===== src/rtl/bus_write_arbiter_if.sv =====
// Request/write bundle for bus_write_arbiter.
// master: arbiter side; slave: requesters plus write transactor.
interface bus_write_arbiter_if #(
  parameter int NUM_REQ = 4,
  parameter int AW      = 32,
  parameter int DW      = 32
);
  localparam int SW = $clog2(NUM_REQ);

  logic [NUM_REQ-1:0]    req_valid;
  logic [NUM_REQ*AW-1:0] req_addr;
  logic [NUM_REQ*DW-1:0] req_data;
  logic [NUM_REQ-1:0]    req_ready;
  logic                  wr_valid;
  logic                  wr_ready;
  logic [AW-1:0]         wr_addr;
  logic [DW-1:0]         wr_data;
  logic [SW-1:0]         wr_src;
  logic                  busy;
  logic                  timeout_err;

  modport master (
    input  req_valid,
    input  req_addr,
    input  req_data,
    input  wr_ready,
    output req_ready,
    output wr_valid,
    output wr_addr,
    output wr_data,
    output wr_src,
    output busy,
    output timeout_err
  );

  modport slave (
    output req_valid,
    output req_addr,
    output req_data,
    output wr_ready,
    input  req_ready,
    input  wr_valid,
    input  wr_addr,
    input  wr_data,
    input  wr_src,
    input  busy,
    input  timeout_err
  );
endinterface


===== src/rtl/bus_write_arbiter.sv =====
// Round-robin arbiter funnelling N write requesters
// into one write port, with a wr_ready timeout.
module bus_write_arbiter #(
  parameter int NUM_REQ = 4,
  parameter int AW      = 32,
  parameter int DW      = 32,
  parameter int TIMEOUT = 255
) (
  input logic               clk,
  input logic               rst,
  bus_write_arbiter_if.master bus
);
  localparam int SW = $clog2(NUM_REQ);
  localparam logic [15:0] TMO = 16'(TIMEOUT);

  typedef enum logic {
    IDLE,
    ISSUE
  } state_t;

  state_t        state;
  logic [SW-1:0] last_grant;
  logic [SW-1:0] gnt_idx;
  logic [SW-1:0] scan;
  logic          gnt_found;
  logic [15:0]   wait_cnt;
  logic          expire;

  // Rotating scan starting just after last_grant.
  always_comb begin
    gnt_found = 1'b0;
    gnt_idx   = '0;
    scan      = last_grant;
    for (int i = 0; i < NUM_REQ; i++) begin
      scan = (scan == SW'(NUM_REQ - 1)) ? '0 : scan + 1'b1;
      if (!gnt_found && bus.req_valid[scan]) begin
        gnt_found = 1'b1;
        gnt_idx   = scan;
      end
    end
  end

  // Grant is combinational so a new write can start
  // the cycle right after a handshake.
  assign bus.req_ready = (state == IDLE && !rst && gnt_found)
                       ? (NUM_REQ'(1) << gnt_idx)
                       : '0;
  assign bus.busy = (state == ISSUE);
  assign expire   = !bus.wr_ready && (wait_cnt >= TMO - 16'd1);

  always_ff @(posedge clk) begin
    if (rst) begin
      state           <= IDLE;
      last_grant      <= SW'(NUM_REQ - 1);
      wait_cnt        <= '0;
      bus.wr_valid    <= 1'b0;
      bus.wr_addr     <= '0;
      bus.wr_data     <= '0;
      bus.wr_src      <= '0;
      bus.timeout_err <= 1'b0;
    end else begin
      bus.timeout_err <= 1'b0;
      unique case (state)
        IDLE: begin
          if (gnt_found) begin
            state        <= ISSUE;
            wait_cnt     <= '0;
            bus.wr_valid <= 1'b1;
            bus.wr_src   <= gnt_idx;
            bus.wr_addr  <= bus.req_addr[int'(gnt_idx)*AW +: AW];
            bus.wr_data  <= bus.req_data[int'(gnt_idx)*DW +: DW];
          end
        end
        ISSUE: begin
          if (bus.wr_ready) begin
            state        <= IDLE;
            wait_cnt     <= '0;
            last_grant   <= bus.wr_src;
            bus.wr_valid <= 1'b0;
          end else if (expire) begin
            state           <= IDLE;
            wait_cnt        <= '0;
            last_grant      <= bus.wr_src;
            bus.wr_valid    <= 1'b0;
            bus.timeout_err <= 1'b1;
          end else if (wait_cnt != 16'hFFFF) begin
            wait_cnt <= wait_cnt + 16'd1;
          end
        end
      endcase
    end
  end
endmodule


===== src/flat_wrapper.sv =====
// flat-port wrapper written by rule: the top's interface ports become plain ports
module bus_write_arbiter_flat 
#(
  parameter int NUM_REQ = 4,
  parameter int AW      = 32,
  parameter int DW      = 32,
  parameter int TIMEOUT = 255
)
  (clk, rst, bus_req_valid, bus_req_addr, bus_req_data, bus_wr_ready, bus_req_ready, bus_wr_valid, bus_wr_addr, bus_wr_data, bus_wr_src, bus_busy, bus_timeout_err);
  bus_write_arbiter_if #(.NUM_REQ(NUM_REQ), .AW(AW), .DW(DW)) bus_i ();
  input logic clk;
  input logic rst;
  input wire logic [$bits(bus_i.req_valid)-1:0] bus_req_valid;
  input wire logic [$bits(bus_i.req_addr)-1:0] bus_req_addr;
  input wire logic [$bits(bus_i.req_data)-1:0] bus_req_data;
  input wire logic [$bits(bus_i.wr_ready)-1:0] bus_wr_ready;
  output wire logic [$bits(bus_i.req_ready)-1:0] bus_req_ready;
  output wire logic [$bits(bus_i.wr_valid)-1:0] bus_wr_valid;
  output wire logic [$bits(bus_i.wr_addr)-1:0] bus_wr_addr;
  output wire logic [$bits(bus_i.wr_data)-1:0] bus_wr_data;
  output wire logic [$bits(bus_i.wr_src)-1:0] bus_wr_src;
  output wire logic [$bits(bus_i.busy)-1:0] bus_busy;
  output wire logic [$bits(bus_i.timeout_err)-1:0] bus_timeout_err;
  assign bus_i.req_valid = bus_req_valid;
  assign bus_i.req_addr = bus_req_addr;
  assign bus_i.req_data = bus_req_data;
  assign bus_i.wr_ready = bus_wr_ready;
  assign bus_req_ready = bus_i.req_ready;
  assign bus_wr_valid = bus_i.wr_valid;
  assign bus_wr_addr = bus_i.wr_addr;
  assign bus_wr_data = bus_i.wr_data;
  assign bus_wr_src = bus_i.wr_src;
  assign bus_busy = bus_i.busy;
  assign bus_timeout_err = bus_i.timeout_err;
  bus_write_arbiter #(.NUM_REQ(NUM_REQ), .AW(AW), .DW(DW), .TIMEOUT(TIMEOUT)) u_core (.clk(clk), .rst(rst), .bus(bus_i));
endmodule

===== config.mk =====
export PLATFORM = sky130hd
export DESIGN_NAME = bus_write_arbiter_flat
export DESIGN_NICKNAME = d
export VERILOG_FILES = /design/src/rtl/bus_write_arbiter_if.sv /design/src/rtl/bus_write_arbiter.sv /design/src/flat_wrapper.sv
export SDC_FILE = /design/constraint.sdc
export NUM_CORES = 1
export LEC_CHECK = 0
export ABC_AREA = 1
export CORE_AREA = 2 2 131 133
export CTS_CLUSTER_DIAMETER = 30
export CTS_CLUSTER_SIZE = 16
export DETAILED_ROUTE_END_ITERATION = 8
export DIE_AREA = 0 0 133 135
export GPL_TIMING_DRIVEN = 0
export PLACE_DENSITY = 0.83
export SYNTH_ARGS = -nofsm -noshare
export SYNTH_HDL_FRONTEND = slang
export SYNTH_SLANG_ARGS = --single-unit

===== constraint.sdc =====
create_clock -name clk -period 3.85 [get_ports clk]
set_clock_uncertainty 0.05 [all_clocks]
set_input_delay 0.5775 -clock clk [delete_from_list [all_inputs] [get_ports clk]]
set_output_delay 0.5775 -clock clk [all_outputs]
set_load 0.1 [all_outputs]

* Word-level counts from Yosys, hierarchy flattened
Index checks and enable logic that the tools add are counted.
** Word-level totals
- Bits in registers :: 87
- Latch bits :: 0
- RAM bits :: 0
- Memory bits (read-only) :: 0
- Input port bits :: 263
- Output and inout bits :: 73
- Word-level logic and storage cells :: 84
- Memories kept :: 0
** Operators by class
- $add $sub $neg :: 5
- $mul :: 0
- Divide/modulo/power cells :: 0
- Magnitude comparators :: 5
- Equal/unequal tests :: 8
- Shift operators :: 3
- Mux-type cells :: 37
- Bitwise gates (word level) :: 1
- Reductions and logical operators :: 17
** Operators with widths (count)
- $shiftx 128x8->32 :: 2
- $mux 16 :: 4
- $pmux 16 s2 :: 1
- $mux 2 :: 10
- $add 16x1->16 const B :: 1
- $ge 16x8->1 const B :: 1
- $ne 16x16->1 const B :: 1
- $mux 1 :: 15
- $lt 2x3->1 const B :: 4
- $add 2x1->2 const B :: 4
- $bmux 1 s2 :: 4
- $eq 2x2->1 const B :: 4
- $reduce_and 2->1 :: 4
- $logic_and 1x1->1 :: 6
- $logic_not 1->1 :: 5
- $mux 4 :: 1
- $ne 4x4->1 const B :: 1
- $pmux 1 s2 :: 2
- $shl 1x2->4 const A :: 1
- $ne 3x3->1 const B :: 1
- $reduce_or 3->1 :: 1
- $ne 2x1->1 const B :: 1
- $reduce_bool 2->1 :: 1
- $not 1->1 :: 1

* Longest topological paths before layout
Gate-level depths: netlist of run 1.
- Depth in word-level cells :: 16
- Gate-level depth with buffers :: 18
- Gate-level depth less buffers :: 16

* Worst setup path after synthesis of run 1
Ideal clock, no wire load.
- Path type :: reg-to-output
- Start :: register u_core.last_grant[0]
- End :: output port bus_req_ready[0]
- Arrival :: 3.846 ns
- Required time :: 3.222 ns
- Setup slack :: -0.624 ns
- Cell stages (with the launch flop) :: 13
- Path buffers :: 2
- Cell sequence :: dfxtp_1 -> ha_1 -> nor2_2 -> buf_4 -> nand2_2 -> nand3_1 -> nand2_2 -> nand3_1 -> nor2_1 -> nor2_2 -> buf_2 -> nand2_1 -> nor3_1
** Between the ends
- Longest elaborated chain between the ends :: 16
- Elaborated cells between the ends (all ways) :: 37
- Classes of those cells :: add/sub (4); eq/ne (4); shift (1); mux (21); reduce/logical (7)
** Ends and longest elaborated chain
- start: declaration :: line bus_write_arbiter.sv:22 : logic [SW-1:0] last_grant;
- start signal: assignment :: line bus_write_arbiter.sv:54 : last_grant <= SW'(NUM_REQ - 1);
- start signal: assignment :: line bus_write_arbiter.sv:78 : last_grant <= bus.wr_src;
- start signal: assignment :: line bus_write_arbiter.sv:83 : last_grant <= bus.wr_src;
- $add 2x1->2 or $eq 2x2->1 (tied branches) :: line bus_write_arbiter.sv:35 : scan = (scan == SW'(NUM_REQ - 1)) ? '0 : scan + 1'b1;
- $mux 2 (*) :: line bus_write_arbiter.sv:35
- branches (longest 13 deep; another with $add 2x1->2)
- $mux 4 (*) :: line bus_write_arbiter.sv:46 : ? (NUM_REQ'(1) << gnt_idx)
- end: declaration :: line flat_wrapper.sv:17 : output wire logic [$bits(bus_i.req_ready)-1:0] bus_req_ready;
Every way passes the cells marked *. The select of a mux whose other input is x is not followed.

* Worst setup path after layout of run 1
- Start :: register u_core.last_grant[0]
- End :: output port bus_req_ready[2]
Same word-level chain as after synthesis.

==> results_dict.tcl, run 1 <==
set metrics [dict create \
    die_w_um 133 \
    clkTransAtPathRegs_ns 0.07 \
    worst_slew_pin_slew_ns 1.068 \
    cp.required_ns 3.22 \
    hold_path.class "reg -> reg" \
    ys_ff_latch 87 \
    postLayoutCoreUtil 0.5923 \
    syn_nets 1188 \
    critical_path_class "reg -> out" \
    post_drt_via_cell_ratio 5.549 \
    synth_top_area_cell "dfxtp_1" \
    timing.final.crit_share 0.9483 \
    multiInputGateArea_um2 3437 \
    yosysWarnings 0 \
    vdd_drop_max_uv 275.0 \
    synth_edf_count 0 \
    period_needed_ns 3.651 \
    fmax_mhz 273.9 \
    synthFlopType "dfxtp_1" \
    cts_tree "yes" \
    start_util 0.3496 \
    syn_area_per_cell_um2 6.221 \
    netlist_instances 922 \
    finalMaxSlewViolations 0 \
    rsz0062_at_grt "no" \
    fin_ws_ns 0.1990 \
    async_reset_ff_frac 0 \
    io_buffers 335 \
    synth_area_leaders "dfxtp_1 (30%), nand3_1 (18%), nand4_1 (11%)" \
    setup_viol 0 \
    first_pass_iters 5 \
    grt_max_degree 16 \
    overflow 0 \
    place_ws_ns -0.9261 \
    via_count 8301 \
    crit_arrival_ns 3.02 \
    rows 47 \
    clock_sinks 87 \
    totalPowerFinal_mw 5.300 \
    coreArea_um2 16410 \
    final-hold-violation-count 0 \
    critPathLaunchType "flop" \
    clock_path_buffers 2 \
    area_growth_syn_to_layout_pct 69.44 \
    grt_pass1_vias 7863 \
    root_buffer "clkbuf_16" \
    hold_buffers 0 \
    cap_viol_max_count 0 \
    num_io_pins 336 \
    fin_nets 1536 \
    wl_per_cell_um 19.83 \
    p_leak_nw 4.017 \
    slew_headroom 0.2857 \
    status "finished clean" \
    powerDensity_nw_per_um2 545.4 \
    routabilityCongestion 1.008 \
    synth_top_area_frac 0.3037 \
    drt-initial-drc-count 662 \
    ant_nets 0 \
    post-dp-hpwl_um 22850 \
    synth_most_common_cell "nand3_1" \
    ys_top_cells_by_count "nand3_1 (207), nor2_1 (148), nand2_1 (144), nand4_1 (103), dfxtp_1 (87)" \
    die-area_um2 17960 \
    yosysSeqAreaShare 0.3037 \
    drive_gt1_frac 0.07294 \
    antenna_found_initial 1 \
    regArea_um2 1742 \
    grtUsageTotal 0.3166 \
    htreeDepth 3 \
    clock_latency_ns 0.34 \
    drc 0 \
    dieHeight_um 135 \
    wl_um 29670 \
    synth_area_um2 5736 \
    end_kind "output port" \
    fillerInstances 1570 \
    ys_types 28 \
    grt_pass1_wl_um 43350 \
    numCtsBuffers 9 \
    path_max_fanout 10 \
]
## cells by family after synthesis
group,count (synthesis),synth area share
AOI/OAI and AO/OA,87,0.07875
buffers and inverters,117,0.09795
DFF,87,0.3037
adders and majority gates,3,0.006545
and+or+nand+nor,628,0.5131
## flip-flops by register name, summed over array words and instances (netlist names)
name / cells
u_core.wait_cnt: 16
u_core.last_grant: 2
u_core.bus.busy: 1
u_core.bus.wr_valid: 1
u_core.bus.wr_data: 32
u_core.bus.wr_addr: 32
u_core.bus.wr_src: 2
u_core.bus.timeout_err: 1
## power by group
group	internal, mW	switching, mW	leakage (nW)
combinational	0.924	2.26	3.13
sequential	1.05	0.0827	0.719
clock	0.592	0.402	0.163
## placed cells by master, fill, tap and decap left out, drive strengths merged
cell type,n
bufinv,2
nor2,152
o211ai,2
a21oi,10
nand2,150
clkdlybuf4s50,331
dfxtp,87
diode,1
ha,3
nor3,10
clkbuf,38
a2bb2oi,1
o211a,1
nand4,103
o31ai,1
buf,65
nand3b,2
nor4,3
o21ai,72
inv,31
clkinv,3
nand3,208
## repair_timing
action                                  in CTS  in global routing
setup buffers                                0                  3
pin swaps                                    0                  1
gates resized for setup                     29                  3
endpoints found under the setup margin       4                  4
## worst max-delay path: stages, from the launching register on
cell	delay, ns
dfxtp_1	0.36
ha_1	0.43
inv_2	0.10
nand2_1	0.08
nand2_1	0.08
nand2_1	0.10
nand2_2	0.10
nand3_1	0.10
nor2_1	0.10
nor2_4	0.23
clkbuf_4	0.29
nand2_1	0.14
nor3_1	0.29
clkbuf_8	0.30
## through the flow
step                area [um^2]  std cells  setup TNS (ns)  hold WS, ns
global placement           9364       1477          -3.206       0.3784
floorplan                  5736        922          -2.490       0.3672
detailed placement         9364       1477          -3.630       0.3975
CTS                        9689       1493               0       0.4081
finish                     9718       1496               0       0.4040
global route               9716       1495               0       0.4301
## area by class of cell
type                            instances  share of cell area
Multi-Input combinational cell        718              0.3537
Timing Repair Buffer                  338              0.3470
Sequential cell                        87              0.1792
Buffer                                 86             0.04596
Tap cell                              220             0.02832
Clock buffer                           10             0.02459
Inverter                               30             0.01159
Clock inverter                          6            0.009399
Antenna cell                            1           0.0002575
## worst paths after layout
| check | startpoint | end | slack, ns | depth (start not counted) |
|---|---|---|---|---|
| max reg2reg | u_core.last_grant[0]$_SDFFE_PP1P_ | u_core.bus.wr_addr[17]$_SDFFE_PP0P_ | 1.04 | 15 |
| min | u_core.wait_cnt[15]$_SDFFE_PP0P_ | u_core.wait_cnt[15]$_SDFFE_PP0P_ | 0.40 | 2 |
| min reg2reg | u_core.wait_cnt[15]$_SDFFE_PP0P_ | u_core.wait_cnt[15]$_SDFFE_PP0P_ | 0.40 | 2 |
| max | u_core.last_grant[0]$_SDFFE_PP1P_ | bus_req_ready[2] | 0.20 | 13 |
## routing by layer
metal / vias to the layer above / global-route usage / routed length (um)
li1: 3900 / - / -
met1: 3771 / 0.3848 / 11510
met2: 529 / 0.5340 / 13980
met3: 101 / 0.06119 / 2836
met4: 0 / 0.1631 / 1350
met5: - / 0 / 0
Note: power is estimated with default switching activity, not from simulation.
==> run 2, diff against run 1 <==
--- a/config.mk
+++ b/config.mk
@@ -6,9 +6,10 @@
 export NUM_CORES = 1
 export LEC_CHECK = 0
 export ABC_AREA = 1
+export ABC_CLOCK_PERIOD_IN_PS = 3850
 export CORE_AREA = 2 2 131 133
 export CTS_CLUSTER_DIAMETER = 30
-export CTS_CLUSTER_SIZE = 16
+export CTS_CLUSTER_SIZE = 30
 export DETAILED_ROUTE_END_ITERATION = 8
 export DIE_AREA = 0 0 133 135
 export GPL_TIMING_DRIVEN = 0
==> results of run 2 <==
Final layout, timing and power as in run 1 (identical DEF).
